### config.mk
export PLATFORM = sky130hd
export DESIGN_NAME = fact_seq_ctrl
export DESIGN_NICKNAME = d
export VERILOG_FILES = /design/src/rtl/fact_pkg.sv /design/src/rtl/fact_mul_iter.sv /design/src/rtl/fact_seq_ctrl.sv
export SDC_FILE = /design/constraint.sdc
export NUM_CORES = 1
export LEC_CHECK = 0
export CAP_MARGIN = 20
export CORE_ASPECT_RATIO = 1.2
export CORE_UTILIZATION = 35
export DETAILED_ROUTE_END_ITERATION = 8
export DONT_BUFFER_PORTS = 1
export HOLD_SLACK_MARGIN = 0.08
export SLEW_MARGIN = 5
export SYNTH_ARGS = -nofsm -noshare
export SYNTH_HDL_FRONTEND = slang
export SYNTH_SLANG_ARGS = --single-unit
### constraint.sdc
create_clock -name CLK -period 4.4 [get_ports CLK]
set_input_delay 0.66 -clock CLK [delete_from_list [all_inputs] [get_ports CLK]]
set_output_delay 0.66 -clock CLK [all_outputs]
set_load 0.02 [all_outputs]
### src/rtl/fact_pkg.sv
// Shared types and default widths for the factorial sequencer.
package fact_pkg;

  localparam int K_W_DEF   = 9;
  localparam int ACC_W_DEF = 32;

  typedef enum logic [2:0] {
    S_IDLE = 3'd0,
    S_LOAD = 3'd1,
    S_MUL  = 3'd2,
    S_STEP = 3'd3,
    S_FIN  = 3'd4
  } state_t;

endpackage

### src/rtl/fact_mul_iter.sv
// Iterative shift-add multiplier: one bit of b per cycle, LSB first.
module fact_mul_iter #(
  parameter int ACC_W = 32,
  parameter int K_W   = 9
) (
  input  logic                 CLK,
  input  logic                 RST,
  input  logic                 start,
  input  logic [ACC_W-1:0]     a,
  input  logic [K_W-1:0]       b,
  output logic                 done,
  output logic [ACC_W+K_W-1:0] p,
  output logic                 ovf
);

  localparam int PW = ACC_W + K_W;
  localparam int RW = $clog2(K_W + 1);

  logic [PW-1:0]  p_q, p_d;
  logic [PW-1:0]  mc_q, mc_d;
  logic [K_W-1:0] mp_q, mp_d;
  logic [RW-1:0]  rem_q, rem_d;
  logic           run_q, run_d;

  always_comb begin
    p_d   = p_q;
    mc_d  = mc_q;
    mp_d  = mp_q;
    rem_d = rem_q;
    run_d = run_q;
    if (start) begin
      // bit 0 is folded in on the start edge itself
      p_d   = b[0] ? {{K_W{1'b0}}, a} : '0;
      mc_d  = {{K_W{1'b0}}, a} << 1;
      mp_d  = b >> 1;
      rem_d = RW'(K_W - 1);
      run_d = (K_W > 1);
    end else if (run_q) begin
      if (mp_q[0]) p_d = p_q + mc_q;
      mc_d  = mc_q << 1;
      mp_d  = mp_q >> 1;
      rem_d = rem_q - RW'(1);
      run_d = (rem_q != RW'(1));
    end
  end

  always_ff @(posedge CLK) begin
    if (!RST) begin
      p_q   <= '0;
      mc_q  <= '0;
      mp_q  <= '0;
      rem_q <= '0;
      run_q <= 1'b0;
    end else begin
      p_q   <= p_d;
      mc_q  <= mc_d;
      mp_q  <= mp_d;
      rem_q <= rem_d;
      run_q <= run_d;
    end
  end

  assign done = run_q && (rem_q == RW'(1));
  assign p    = p_q;
  assign ovf  = |p_q[PW-1:ACC_W];

endmodule

### src/rtl/fact_seq_ctrl.sv
// Factorial sequencer: down counter from N to 1, each count
// multiplied into ACC by the iterative multiplier.
module fact_seq_ctrl
  import fact_pkg::*;
#(
  parameter int K_W   = K_W_DEF,
  parameter int ACC_W = ACC_W_DEF
) (
  input  logic             CLK,
  input  logic             RST,
  input  logic             START,
  input  logic [K_W-1:0]   N,
  output logic             BUSY,
  output logic             DONE,
  output logic [ACC_W-1:0] RESULT,
  output logic             OVF,
  output logic [K_W-1:0]   CNT_Q
);

  localparam int PW = ACC_W + K_W;

  state_t           state_q, state_d;
  logic [K_W-1:0]   cnt_q, cnt_d;
  logic [ACC_W-1:0] acc_q, acc_d;
  logic [ACC_W-1:0] res_q, res_d;
  logic             ovf_q, ovf_d;
  logic             done_q, done_d;
  logic             mst_q, mst_d;

  logic             mul_start;
  logic             mul_done;
  logic [PW-1:0]    mul_p;
  logic             mul_ovf;
  logic             ovf_hit;

  fact_mul_iter #(
    .ACC_W (ACC_W),
    .K_W   (K_W)
  ) u_mul (
    .CLK   (CLK),
    .RST   (RST),
    .start (mul_start),
    .a     (acc_q),
    .b     (cnt_q),
    .done  (mul_done),
    .p     (mul_p),
    .ovf   (mul_ovf)
  );

  assign ovf_hit = mul_ovf | (|mul_p[PW-1:ACC_W]);

  always_comb begin
    state_d   = state_q;
    cnt_d     = cnt_q;
    acc_d     = acc_q;
    res_d     = res_q;
    ovf_d     = ovf_q;
    done_d    = 1'b0;
    mst_d     = 1'b0;
    mul_start = 1'b0;
    unique case (state_q)
      S_IDLE: begin
        if (START) begin
          state_d = S_LOAD;
          cnt_d   = N;
          res_d   = '0;
          ovf_d   = 1'b0;
        end
      end
      S_LOAD: begin
        acc_d   = ACC_W'(1);
        state_d = (cnt_q <= K_W'(1)) ? S_FIN : S_MUL;
      end
      S_MUL: begin
        // start pulses only on the first MUL cycle of each step
        mst_d     = 1'b1;
        mul_start = !mst_q;
        if (mul_done) state_d = S_STEP;
      end
      S_STEP: begin
        acc_d = mul_p[ACC_W-1:0];
        cnt_d = cnt_q - K_W'(1);
        if (ovf_hit) begin
          ovf_d   = 1'b1;
          state_d = S_FIN;
        end else if (cnt_d == K_W'(1)) begin
          state_d = S_FIN;
        end else begin
          state_d = S_MUL;
        end
      end
      S_FIN: begin
        done_d  = 1'b1;
        res_d   = ovf_q ? '0 : acc_q;
        state_d = S_IDLE;
      end
      default: state_d = S_IDLE;
    endcase
  end

  always_ff @(posedge CLK) begin
    if (!RST) begin
      state_q <= S_IDLE;
      cnt_q   <= '0;
      acc_q   <= '0;
      res_q   <= '0;
      ovf_q   <= 1'b0;
      done_q  <= 1'b0;
      mst_q   <= 1'b0;
    end else begin
      state_q <= state_d;
      cnt_q   <= cnt_d;
      acc_q   <= acc_d;
      res_q   <= res_d;
      ovf_q   <= ovf_d;
      done_q  <= done_d;
      mst_q   <= mst_d;
    end
  end

  assign BUSY   = (state_q != S_IDLE);
  assign DONE   = done_q;
  assign RESULT = res_q;
  assign OVF    = ovf_q;
  assign CNT_Q  = cnt_q;

endmodule
## Word-level counts from Yosys, hierarchy flattened

Index checks and enable logic that the tools add are counted.

- Register bits after elaboration: 173
- Bits of input ports: 12
- Logic and storage cells: 75

- $add $sub $neg: 3
- Magnitude comparators: 1
- Equal/unequal tests: 10
- Multiplexer cells: 30
- Bitwise logic cells: 1
- Reduce and logical (&&, ||, !) cells: 16

Operators by type and width:

| kind | count |
|---|---|
| $pmux 32 s2 | 2 |
| $mux 41 | 3 |
| $mux 32 | 3 |
| $mux 33 | 2 |
| $add 41x41->41 | 1 |
| $pmux 9 s2 | 1 |
| $mux 8 | 2 |
| $mux 3 | 5 |
| $pmux 3 s4 | 1 |
| $reduce_bool 2->1 | 5 |
| $eq 9x1->1 const B | 1 |
| $le 9x1->1 const B | 1 |
| $mux 9 | 1 |
| $reduce_or 9->1 | 1 |
| $sub 9x1->9 const B | 1 |
| $mux 4 | 2 |
| $reduce_and 2->1 | 4 |
| $mux 1 | 7 |
| $eq 3x2->1 const B | 2 |
| $ne 2x2->1 const B | 3 |
| $eq 4x1->1 const B | 1 |
| $ne 4x1->1 const B | 1 |
| $sub 4x1->4 const B | 1 |
| $eq 3x1->1 const B | 1 |
| 9 further kinds | 9 |

## Logic depth before layout (Yosys ltp)

Gate-level depths: netlist (run 1).

- Word-level depth: 5
- Gate-level depth with buffers: 11
- Mapped depth without buffers: 11

## Modules after synthesis

From an unflattened synthesis (run 1), not the netlist that was laid out.

- Cells, all modules: 1192
- Area total of the unflattened synthesis: 9570.4 um2

By module, submodules not included:

| module | times used | cells an instance | area an instance (um2) | seq. area each (um2) |
|---|---|---|---|---|
| fact_mul_iter | 1 | 826 | 6441.2 | 1881.8 |
| fact_seq_ctrl | 1 | 366 | 3129.3 | 1581.5 |

## Worst setup path before layout (run 1)

No wires, ideal clock.

- Path type: register -> register
- From: register u_mul.p_q[1], in the netlist u_mul.p[1]
- To: register u_mul.p_q[29], in the netlist u_mul.p[29]
- Library setup time: 0.112 ns
- Arrival time: 2.425 ns
- Setup slack: 1.863 ns
- Stages on the path, launching flop included: 12
- Buffers on the path: 0
- Clock period less this slack: 2.537 ns
- Cells stage by stage: dfxtp_1 > ha_1 > inv_1 > fa_1 > nor2b_1 > o31a_1 > o311a_1 > o2111ai_1 > a21oi_1 > or2_1 > xnor2_1 > a2111oi_1

- Longest elaborated chain between the ends: 4

Ends and longest elaborated chain:

| what | RTL line | text |
|---|---|---|
| from (decl) | fact_mul_iter.sv:19 | `logic [PW-1:0] p_q, p_d;` |
| from (signal assigned) | fact_mul_iter.sv:55 | `p_q <= p_d;` |
| $add 41x41->41 | fact_mul_iter.sv:39 | `if (mp_q[0]) p_d = p_q + mc_q;` |
| $mux 41 | fact_mul_iter.sv:39 |  |
| $mux 41 | fact_mul_iter.sv:38 | `end else if (run_q) begin` |
| $mux 41 | fact_mul_iter.sv:31 | `if (start) begin` |

No other way between the ends. The select of a mux whose other input is x is not followed.
A chain may end at the register's enable or synchronous reset.

## Worst setup path in the final report (run 1)

- From: register u_mul.p_q[4], in the netlist u_mul.p[4]
- To: register u_mul.p_q[26], in the netlist u_mul.p[26]

Same word-level chain as after synthesis.

==> reports/qor.txt, run 1 <==
outcome -> complete, no violations
CTS Sinks -> 173
Synth Warn # -> 0
HP Class -> primary input to flop
Mapped Cells -> 1148
final setup fails -> 0
Setup WS post-layout -> 1480 ps
initial DRC count -> 508
Synth Area in XOR/XNOR -> 0.0329
Final ANT Viol Nets -> 0
H-tree Lvls -> 4
pin count of the biggest net entering global routing -> 79
top cell type's share of synthesized area -> 0.371
Total Routed Length -> 25.7 mm
Max Slew Vio Count -> 0
placed cell areas -> 9530 sq um
cell taking the most area after synthesis -> dfxtp_1
pin slew with the least headroom to its limit -> 885 ps
vias in the first global route -> 7887
Vias/cell -> 5.75
Worst setup EP type -> flop
final instance area -> 10100 sq um
Lkg Pwr -> 3.69 nW
pre-CTS worst setup slack -> 1500 ps
post-synthesis sequential area ratio -> 0.371
Post-CTS Hold Buffers -> 0
wire length of the first global-routing pass -> 41.3 mm
clock root cell -> clkbuf_16
clk slew on worst S/H paths -> 70 ps
Max Cap Viol -> 0
Die Y -> 181 um
WP data required -> 4720 ps
die area -> 27300 sq um
most area-consuming cells after synthesis -> dfxtp_1 37%, a21oi_1 6.0%, ha_1 5.9%
Post-CTS Resized -> 0
gr usage total -> 0.191
Placed Instances -> 1416
Post-CTS Setup Bufs -> 0
Peak Freq -> 343 MHz
post-synth cell types -> 76
reg-to-reg slack, setup -> 1480 ps
# nets final -> 1157
Adder-Cell Fraction of Synth Area -> 0.0612
Power Density -> 370 nW/um^2
area grow syn2layout -> 8.44%
Final Critical Period -> 2920 ps
Via Count -> 8321
post-synthesis mux area share -> 0.0526
WS Path Type -> flop to flop
flops & latches, synth -> 173
async set-reset flop share out of synthesis -> 0
CORE AREA -> 26300 sq um
RSZ-0062 raised after global routing -> false
Final Skew -> 11.5 ps
ys flop type -> dfxtp_1
RD Place Congestion -> 0.885
share of cells above drive strength 1 -> 0.0638
Tcrit/Tclk final -> 0.663
worst-case clock buffer depth -> 2
DP HPWL -> 16.9 mm
number of CTS-inserted buffers -> 17
CTS tree -> yes
Avg Inst Size Synth -> 8.12 sq um
Synth Area in Compound Gates -> 0.241
setup TNS -> 0 ps
Final Hold Vio Count -> 0
initial antenna violation count -> 1
number of synthesized flops with an enable pin -> 0
Worst EP arrival -> 3240 ps
row cnt -> 65
Startpoint Class -> flop
fin cells -> 1447
initial core utilization -> 0.355
Post-Synth Simple-Gate Area -> 0.198
# diodes -> 0
num ports -> 56
mean routed wirelength per cell -> 17.8 um
IO buf count -> 0
DRC -> 0
later-pin clock latency in the skew report -> 440 ps
Synth Cell Area -> 9330 sq um
largest family of logic cells by synthesized area -> compound AO/OA/AOI/OAI gates
VDD IR max -> 0.000279 V
Syn Nets -> 1205
CP Max Fanout -> 4
Die W -> 151 um
global route overflow -> 0
DR pass1 iterations -> 5
WHS -> 361 ps
normalized max-slew margin -> 0.408
routing by layer:
layer / track usage / wire (um) / up-vias
li1: - / - / 4081
met1: 0.236 / 11300 / 3984
met2: 0.323 / 12600 / 207
met3: 0.0354 / 1270 / 47
met4: 0.0720 / 569 / 2
met5: 0 / 13 / -
where the power goes:
group	switching [mW]	leakage (nW)	internal, mW
Sequential	0.0833	1.40	1.63
Combinational	0.339	2.00	0.178
Clock	0.689	0.285	0.825
cells in the final DEF, fill, tap and decap left out, types with 4 or more instances in the layout:
| master | instances |
|---|---|
| a211oi_1 | 45 |
| a21o_1 | 12 |
| a21oi_1 | 111 |
| a221o_1 | 4 |
| a221oi_1 | 8 |
| a22oi_1 | 34 |
| a31oi_1 | 13 |
| and2_1 | 4 |
| and3_1 | 8 |
| buf_4 | 13 |
| clkbuf_16 | 17 |
| clkinv_4 | 4 |
| dfxtp_1 | 172 |
| ha_1 | 44 |
| inv_1 | 16 |
| inv_6 | 4 |
| mux2i_1 | 49 |
| nand2_1 | 118 |
| nand2b_1 | 6 |
| nand3_1 | 62 |
| nand4_1 | 17 |
| nor2_1 | 136 |
| nor2b_1 | 7 |
| nor3_1 | 16 |
| nor3b_1 | 4 |
| nor4_1 | 6 |
| o211ai_1 | 7 |
| o21a_1 | 7 |
| o21ai_0 | 46 |
| o21bai_1 | 4 |
| o31ai_1 | 5 |
| xnor2_1 | 16 |
| xor2_1 | 19 |
cell type report:
| cell class | instances | area [sq um] |
|---|---|---|
| well taps | 335 | 419 |
| fillers | 2676 | 16200 |
| clock inverters | 12 | 130 |
| inverters | 17 | 66.3 |
| multi-input cells | 878 | 5480 |
| clock buffers | 19 | 453 |
| flip-flops and latches | 173 | 3460 |
| repair buffers | 13 | 97.6 |
worst paths after layout:
path / start / to / cells after the start
hold / removal: RST / CNT_Q[8] / 2
setup / recovery: u_mul.p[4] / u_mul.p[26] / 9
setup reg to reg: u_mul.p[4] / u_mul.p[26] / 9
hold reg to reg: u_mul.p[0] / u_mul.p[0] / 2
flip-flops by register name (all words and copies together), names as in the netlist:
name         cells
CNT_Q            9
DONE             1
OVF              1
RESULT          32
acc_q           32
mst_q            1
state_q          3
u_mul.mc_q      40
u_mul.mp_q       8
u_mul.p         41
u_mul.rem_q      4
u_mul.run_q      1
metrics by stage:
| step | util | total power [mW] |
|---|---|---|
| 6_report | 0.385 | 3.75 |
| 5_1_grt | 0.385 | 3.90 |
| 4_1_cts | 0.385 | 3.78 |
| 3_5_place_dp | 0.363 | 2.26 |
| 3_3_place_gp | 0.363 | 2.26 |
| 2_1_floorplan | - | 2.13 |
synth_stat cells (all sizes together), types with 3 or more instances:
library cell and n:
xor2 19, o211ai 7, o21bai 4, mux2i 49, a31oi 14, a41oi 3
nor3 17, nand4 17, clkbuf 62, ha 44, dfxtp 173, nor2b 8
and3 11, o21ai 52, inv 17, or2 4, a211oi 45, o21a 7
a221oi 9, nor2 137, a21o 12, a21oi 114, nand3 62, buf 18
nand2 119, o31ai 6, nor3b 4, or4 3, and2 6, xnor2 16
a221o 4, or3 3, a22oi 34, a2111oi 4, nand2b 7, nor4 6
kinds of logic after synthesis:
group / Yosys count
xor+xnor: 35
simple gates: 409
flops: 173
buf+inv: 97
fa+ha+maj: 45
mux: 49
compound gates: 340
critical path, stage by stage, from the launching register on:
cell	delay [ps]
dfxtp_1	320
ha_1	350
and2_1	200
a221oi_2	290
a21oi_1	150
o31ai_2	440
a21oi_2	190
a221oi_1	360
xor2_1	110
a2111oi_0	390
Note: power is estimated with default switching activity, not from simulation.
==> inputs of run 2 (changes only) <==
==> constraint.sdc (replaced) <==
create_clock -name CLK -period 2.85 [get_ports CLK]
set_input_delay 0.4275 -clock CLK [delete_from_list [all_inputs] [get_ports CLK]]
set_output_delay 0.4275 -clock CLK [all_outputs]
set_load 0.02 [all_outputs]
==> run 2 against run 1 <==
Register-to-register slack worse by 1400 ps. Critical path depth increased by 2. Core utilization up 0.52 points. Clock-buffer cell count rose by 2. Non-clock buffer count increased by 12. Largest power group unchanged. Sequential cell count did not move. Routed wire length grew 1.5%. Clock skew decreased by 1.1 ps. Via count about the same. Highest routed layer is now met4. Maximum frequency increased by 7.0%. Combinational power rose by 61%.
==> reports/qor.txt, run 2 (synthesis gave the netlist of run 1 again) <==
Final Critical Period -> 2720 ps (-192 ps)
area grow syn2layout -> 9.90%
HP Class -> primary input to flop
Max Slew Vio Count -> 0 (unchanged)
most frequent cells in the layout -> 172 x dfxtp_1, 136 x nor2_1, 118 x nand2_1
Critical path origin -> u_mul.p[1]
Lkg Pwr -> 3.75 nW (+1.7%)
Worst setup EP type -> flop
clk slew on worst S/H paths -> 70 ps (about the same)
commonest non-fill, non-tap cell in the layout -> dfxtp_1
initial antenna violation count -> 0 (-1)
Power Density -> 571 nW/um^2 (+54%)
die area -> 27300 sq um (unchanged)
DRC -> 0 (unchanged)
wire length of the first global-routing pass -> 42.4 mm (+2.5%)
Via Count -> 8313 (-0.096%)
Worst R2R End -> u_mul.p[29]
vias in the first global route -> 7956 (+0.87%)
H-tree Lvls -> 4 (unchanged)
FF/Latch Area -> 3460 sq um (unchanged)
Peak Freq -> 367 MHz (+7.0%)
worst stage delay on the critical path -> 360 ps (-80 ps)
RSZ-0062 raised after global routing -> false
total power -> 5.86 mW (+56%)
VDD IR max -> 0.000406 V (+46%)
mean routed wirelength per cell -> 17.9 um (+0.63%)
Tcrit/Tclk final -> 0.956 (+0.293)
CP Max Fanout -> 4 (unchanged)
num ports -> 56 (unchanged)
final setup fails -> 0 (unchanged)
worst-case clock buffer depth -> 2 (unchanged)
DR pass1 iterations -> 5 (unchanged)
IO buf count -> 0 (unchanged)
pin slew with the least headroom to its limit -> 1010 ps (+122 ps)
Worst EP arrival -> 3060 ps (-180 ps)
reg2reg path depth -> 11 (+2)
WP depth -> 11 (+2)
setup TNS -> 0 ps (unchanged)
Die W -> 151 um (unchanged)
RD Place Congestion -> 0.891 (+0.73%)
Slowest-stage cell, CP -> a2111oi_1
CTS tree -> yes
Max Cap Viol -> 0 (unchanged)
Final Hold Vio Count -> 0 (unchanged)
Setup crit end -> u_mul.p[29]
post-layout util -> 0.390 (+0.00519)
gr usage total -> 0.196 (+0.00574)
later-pin clock latency in the skew report -> 440 ps (about the same)
Multi-input gate area -> 5510 sq um (+0.43%)
outcome -> complete, no violations
number of CTS-inserted buffers -> 17 (unchanged)
# nets final -> 1169 (+1.0%)
WS Path Type -> flop to flop
clock root cell -> clkbuf_16
# diodes -> 0 (unchanged)
Die Y -> 181 um (unchanged)
worst path cell trace -> ha_1 -> inv_1 -> fa_2 -> nor2b_1 -> o31a_1 -> o311a_4 -> o2111ai_2 -> a21oi_1 -> or2_1 -> xnor2_1 -> a2111oi_1
pin count of the biggest net entering global routing -> 88 (+11%)
Final Skew -> 10.3 ps (-1.13 ps)
CTS Sinks -> 173 (unchanged)
r2r startpoint -> u_mul.p[1]
WHS -> 124 ps (-237 ps)
max FFs per register -> 41 (unchanged)
Total Routed Length -> 26.1 mm (+1.5%)
share of cells above drive strength 1 -> 0.0756 (+0.0117)
Placed Instances -> 1427 (+0.78%)
fin cells -> 1460 (+0.90%)
initial DRC count -> 442 (-13%)
crit path buf inv count -> 1 (+1)
hold path start -> RST
Final ANT Viol Nets -> 0 (unchanged)
normalized max-slew margin -> 0.327 (-0.0816)
row cnt -> 65 (unchanged)
Vias/cell -> 5.69 (-0.99%)
WP data required -> 3190 ps (-1530 ps)
Startpoint Class -> flop
initial core utilization -> 0.355 (unchanged)
delay-heaviest family, CP -> compound AO/OA/AOI/OAI gates
DP HPWL -> 17.1 mm (+1.2%)
fill count -> 2676 (unchanged)
CORE AREA -> 26300 sq um (unchanged)
reg-to-reg slack, setup -> 130 ps (-1360 ps)
global route overflow -> 0 (unchanged)
-- run 2: layout make-up --
cell class	count	area share
clock buffer	21	0.0449
clock inverter	11	0.0129
inverter	17	0.00647
multi-input combinational	878	0.537
sequential	173	0.338
tap	335	0.0409
timing repair buffer	25	0.0195
-- run 2: through the flow --
stage          setup WS (ps)  cell area (sq um)
2_1_floorplan            313               9330
3_3_place_gp             109               9620
3_5_place_dp            55.5               9620
4_1_cts                 36.0              10200
5_1_grt                0.415              10200
6_report                 125              10200
-- run 2: worst reg2reg max path, stage by stage, from the launching register on --
cell	delay, ps
dfxtp_1	330
ha_1	220
inv_1	80
fa_2	210
nor2b_1	60
o31a_1	280
o311a_4	350
o2111ai_2	220
a21oi_1	110
or2_1	260
xnor2_1	140
a2111oi_1	360
-- run 2: worst min path at each step --
stage / endpoint / slack, ps / cells after the start
global placement: u_mul.p[0] / 440 / 2
detailed placement: u_mul.p[0] / 450 / 2
CTS: CNT_Q[8] / 120 / 2
global route: CNT_Q[8] / 120 / 2
floorplan: u_mul.p[0] / 430 / 2
finish: u_mul.p[17] / 120 / 2
-- run 2: layer usage --
layer	share of wire	vias up	global-route usage
met5	0	-	0
met4	0.021	0	0.0760
met3	0.037	37	0.0328
met2	0.48	169	0.326
met1	0.46	4008	0.251
li1	-	4099	-
-- run 2: where the power goes --
part / internal, mW / switching [mW]
clock network: 1.35 / 1.04
registers: 2.52 / 0.114
logic: 0.285 / 0.545
-- run 2: what timing repair did --
item                                    CTS  global route
hold buffers                              0             0
endpoints found under the setup margin    0             3
setup buffers                             0             1
gates resized for setup                   0             4
==> inputs of run 3 (changes only) <==
--- a/config.mk
+++ b/config.mk
@@ -7,6 +7,7 @@
 export LEC_CHECK = 0
 export CAP_MARGIN = 20
 export CORE_ASPECT_RATIO = 1.2
+export CORE_MARGIN = 2
 export CORE_UTILIZATION = 35
 export DETAILED_ROUTE_END_ITERATION = 8
 export DONT_BUFFER_PORTS = 1
==> constraint.sdc (replaced) <==
create_clock -name CLK -period 3.1 [get_ports CLK]
set_input_delay 0.465 -clock CLK [delete_from_list [all_inputs] [get_ports CLK]]
set_output_delay 0.465 -clock CLK [all_outputs]
set_load 0.02 [all_outputs]
==> run 3 against run 2 <==
Largest power group unchanged. Via count increased by 0.55%. Clock power decreased by 8.4%. Global-route usage decreased by 1.1 points. Sequential share of layout area increased by 0.30 points. Final area decreased by 0.88%. Worst hold slack improved by 41 ps. Combinational power decreased by 9.5%.
==> reports/qor.txt, run 3 (synthesis gave the netlist of run 1 again) <==
global route overflow -> 0 (unchanged)
most frequent cells in the layout -> 172 x dfxtp_1, 136 x nor2_1, 118 x nand2_1
Max Cap Viol -> 0 (unchanged)
combinational fraction of design power -> 0.140 (-0.002)
Startpoint Class -> flop
worst path cell trace -> ha_1 -> inv_1 -> fa_1 -> nor2b_1 -> o31a_1 -> o311a_1 -> o2111ai_1 -> a21oi_1 -> or2_1 -> xnor2_1 -> a2111oi_1
Worst setup EP type -> flop
mean routed wirelength per cell -> 18.0 um (+0.45%)
# nets final -> 1160 (-0.77%)
Die W -> 153 um (+1.3%)
Final ANT Viol Nets -> 0 (unchanged)
worst-case clock buffer depth -> 2 (unchanged)
fin cells -> 1451 (-0.62%)
WP data required -> 3430 ps (+240 ps)
gr usage total -> 0.185 (-0.0110)
normalized max-slew margin -> 0.382 (+0.0558)
Post-CTS Resized -> 0 (unchanged)
Final Critical Period -> 2840 ps (+119 ps)
crit path buf inv count -> 1 (unchanged)
Tcrit/Tclk final -> 0.917 (-0.0387)
Setup WS post-layout -> 256 ps (+131 ps)
Die Y -> 183 um (+1.1%)
number of CTS-inserted buffers -> 17 (unchanged)
Switching Fraction -> 0.293 (+0.00188)
CTS tree -> yes
CORE AREA -> 26300 sq um (unchanged)
# diodes -> 0 (unchanged)
commonest non-fill, non-tap cell in the layout -> dfxtp_1
final setup fails -> 0 (unchanged)
Max Slew Vio Count -> 0 (unchanged)
DRC -> 0 (unchanged)
initial antenna violation count -> 0 (unchanged)
setup TNS -> 0 ps (unchanged)
CP Max Fanout -> 4 (unchanged)
clk slew on worst S/H paths -> 70 ps (about the same)
clock root cell -> clkbuf_16
Lkg Pwr -> 3.71 nW (-1.1%)
initial DRC count -> 495 (+12%)
Slowest-stage cell, CP -> o311a_1
Post-CTS Setup Bufs -> 0 (unchanged)
worst stage delay on the critical path -> 370 ps (about the same)
clock power share -> 0.408 (about the same)
pin count of the biggest net entering global routing -> 100 (+14%)
Power Density -> 529 nW/um^2 (-7.5%)
RD Place Congestion -> 0.896 (+0.50%)
Peak Freq -> 352 MHz (-4.2%)
num ports -> 56 (unchanged)
net switching power -> 1.57 mW (-7.7%)
pre-CTS worst setup slack -> 289 ps (+233 ps)
max FFs per register -> 41 (unchanged)
CTS Sinks -> 173 (unchanged)
outcome -> complete, no violations
WS Path Type -> flop to flop
later-pin clock latency in the skew report -> 440 ps (about the same)
VDD IR max -> 0.000386 V (-5.0%)
IO buf count -> 0 (unchanged)
row cnt -> 65 (unchanged)
DP HPWL -> 17.1 mm (+0.26%)
share of cells above drive strength 1 -> 0.0663 (-0.00925)
Sequential Power Share -> 0.452 (+0.002)
Final Skew -> 12.4 ps (+2.11 ps)
Post-CTS Hold Buffers -> 0 (unchanged)
internal cell power -> 3.80 mW (-8.5%)
Via Count -> 8359 (+0.55%)
Final Hold Vio Count -> 0 (unchanged)
DR pass1 iterations -> 5 (unchanged)
delay-heaviest family, CP -> compound AO/OA/AOI/OAI gates
area grow syn2layout -> 8.94%
HP Class -> primary input to flop
total power -> 5.37 mW (-8.3%)
vias in the first global route -> 8098 (+1.8%)
fill count -> 2695 (+0.71%)
Total Routed Length -> 26.1 mm (-0.16%)
Placed Instances -> 1419 (-0.56%)
WHS -> 165 ps (+41.3 ps)
Worst EP arrival -> 3170 ps (+110 ps)
H-tree Lvls -> 4 (unchanged)
pin slew with the least headroom to its limit -> 926 ps (-80.1 ps)
wire length of the first global-routing pass -> 42.4 mm (about the same)
die area -> 28000 sq um (+2.4%)
Vias/cell -> 5.76 (+1.2%)
initial core utilization -> 0.355 (unchanged)
RSZ-0062 raised after global routing -> false
## run 3: changes by cell type in the layout (fill, tap and decap cells not counted), sizes merged
cell and change:
buf -9, clkbuf -3, inv +3
## run 3: metrics by stage
step,cell area (sq um),util
finish,10200,0.387
global route,10200,0.387
CTS,10200,0.387
detailed placement,9560,0.364
global placement,9560,0.364
floorplan,9330,-
## run 3: area by class of cell
type | count | area (sq um) | share of cell area
repair buffers | 16 | 133 | 0.0131
multi-input cells | 878 | 5480 | 0.539
clock inverters | 14 | 158 | 0.0155
clock buffers | 18 | 439 | 0.0432
well taps | 335 | 419 | 0.0413
flip-flops and latches | 173 | 3460 | 0.341
inverters | 17 | 66.3 | 0.00653
## run 3: worst paths after layout
| check | cells past startpoint | slack, ps | startpoint | to |
|---|---|---|---|---|
| worst max-delay path | 11 | 260 | u_mul.p[1] | u_mul.p[29] |
| worst min register to register | 2 | 470 | u_mul.p[0] | u_mul.p[0] |
| worst max register to register | 11 | 260 | u_mul.p[1] | u_mul.p[29] |
| worst min-delay path | 2 | 170 | N[0] | CNT_Q[0] |
## run 3: per-layer routing
layer | track usage | share of wire
met3 | 0.0288 | 0.044
met1 | 0.235 | 0.45
met4 | 0.0774 | 0.026
met2 | 0.315 | 0.48
met5 | 0 | 0
## run 3: power groups by stage
| stage | logic [mW] | registers [mW] | clock network, mW |
|---|---|---|---|
| floorplan | 0.580 | 2.44 | 0 |
| CTS | 0.751 | 2.43 | 2.26 |
| finish | 0.751 | 2.43 | 2.19 |
| global route | 0.829 | 2.44 | 2.33 |
| global placement | 0.738 | 2.47 | 0 |
| detailed placement | 0.744 | 2.48 | 0 |
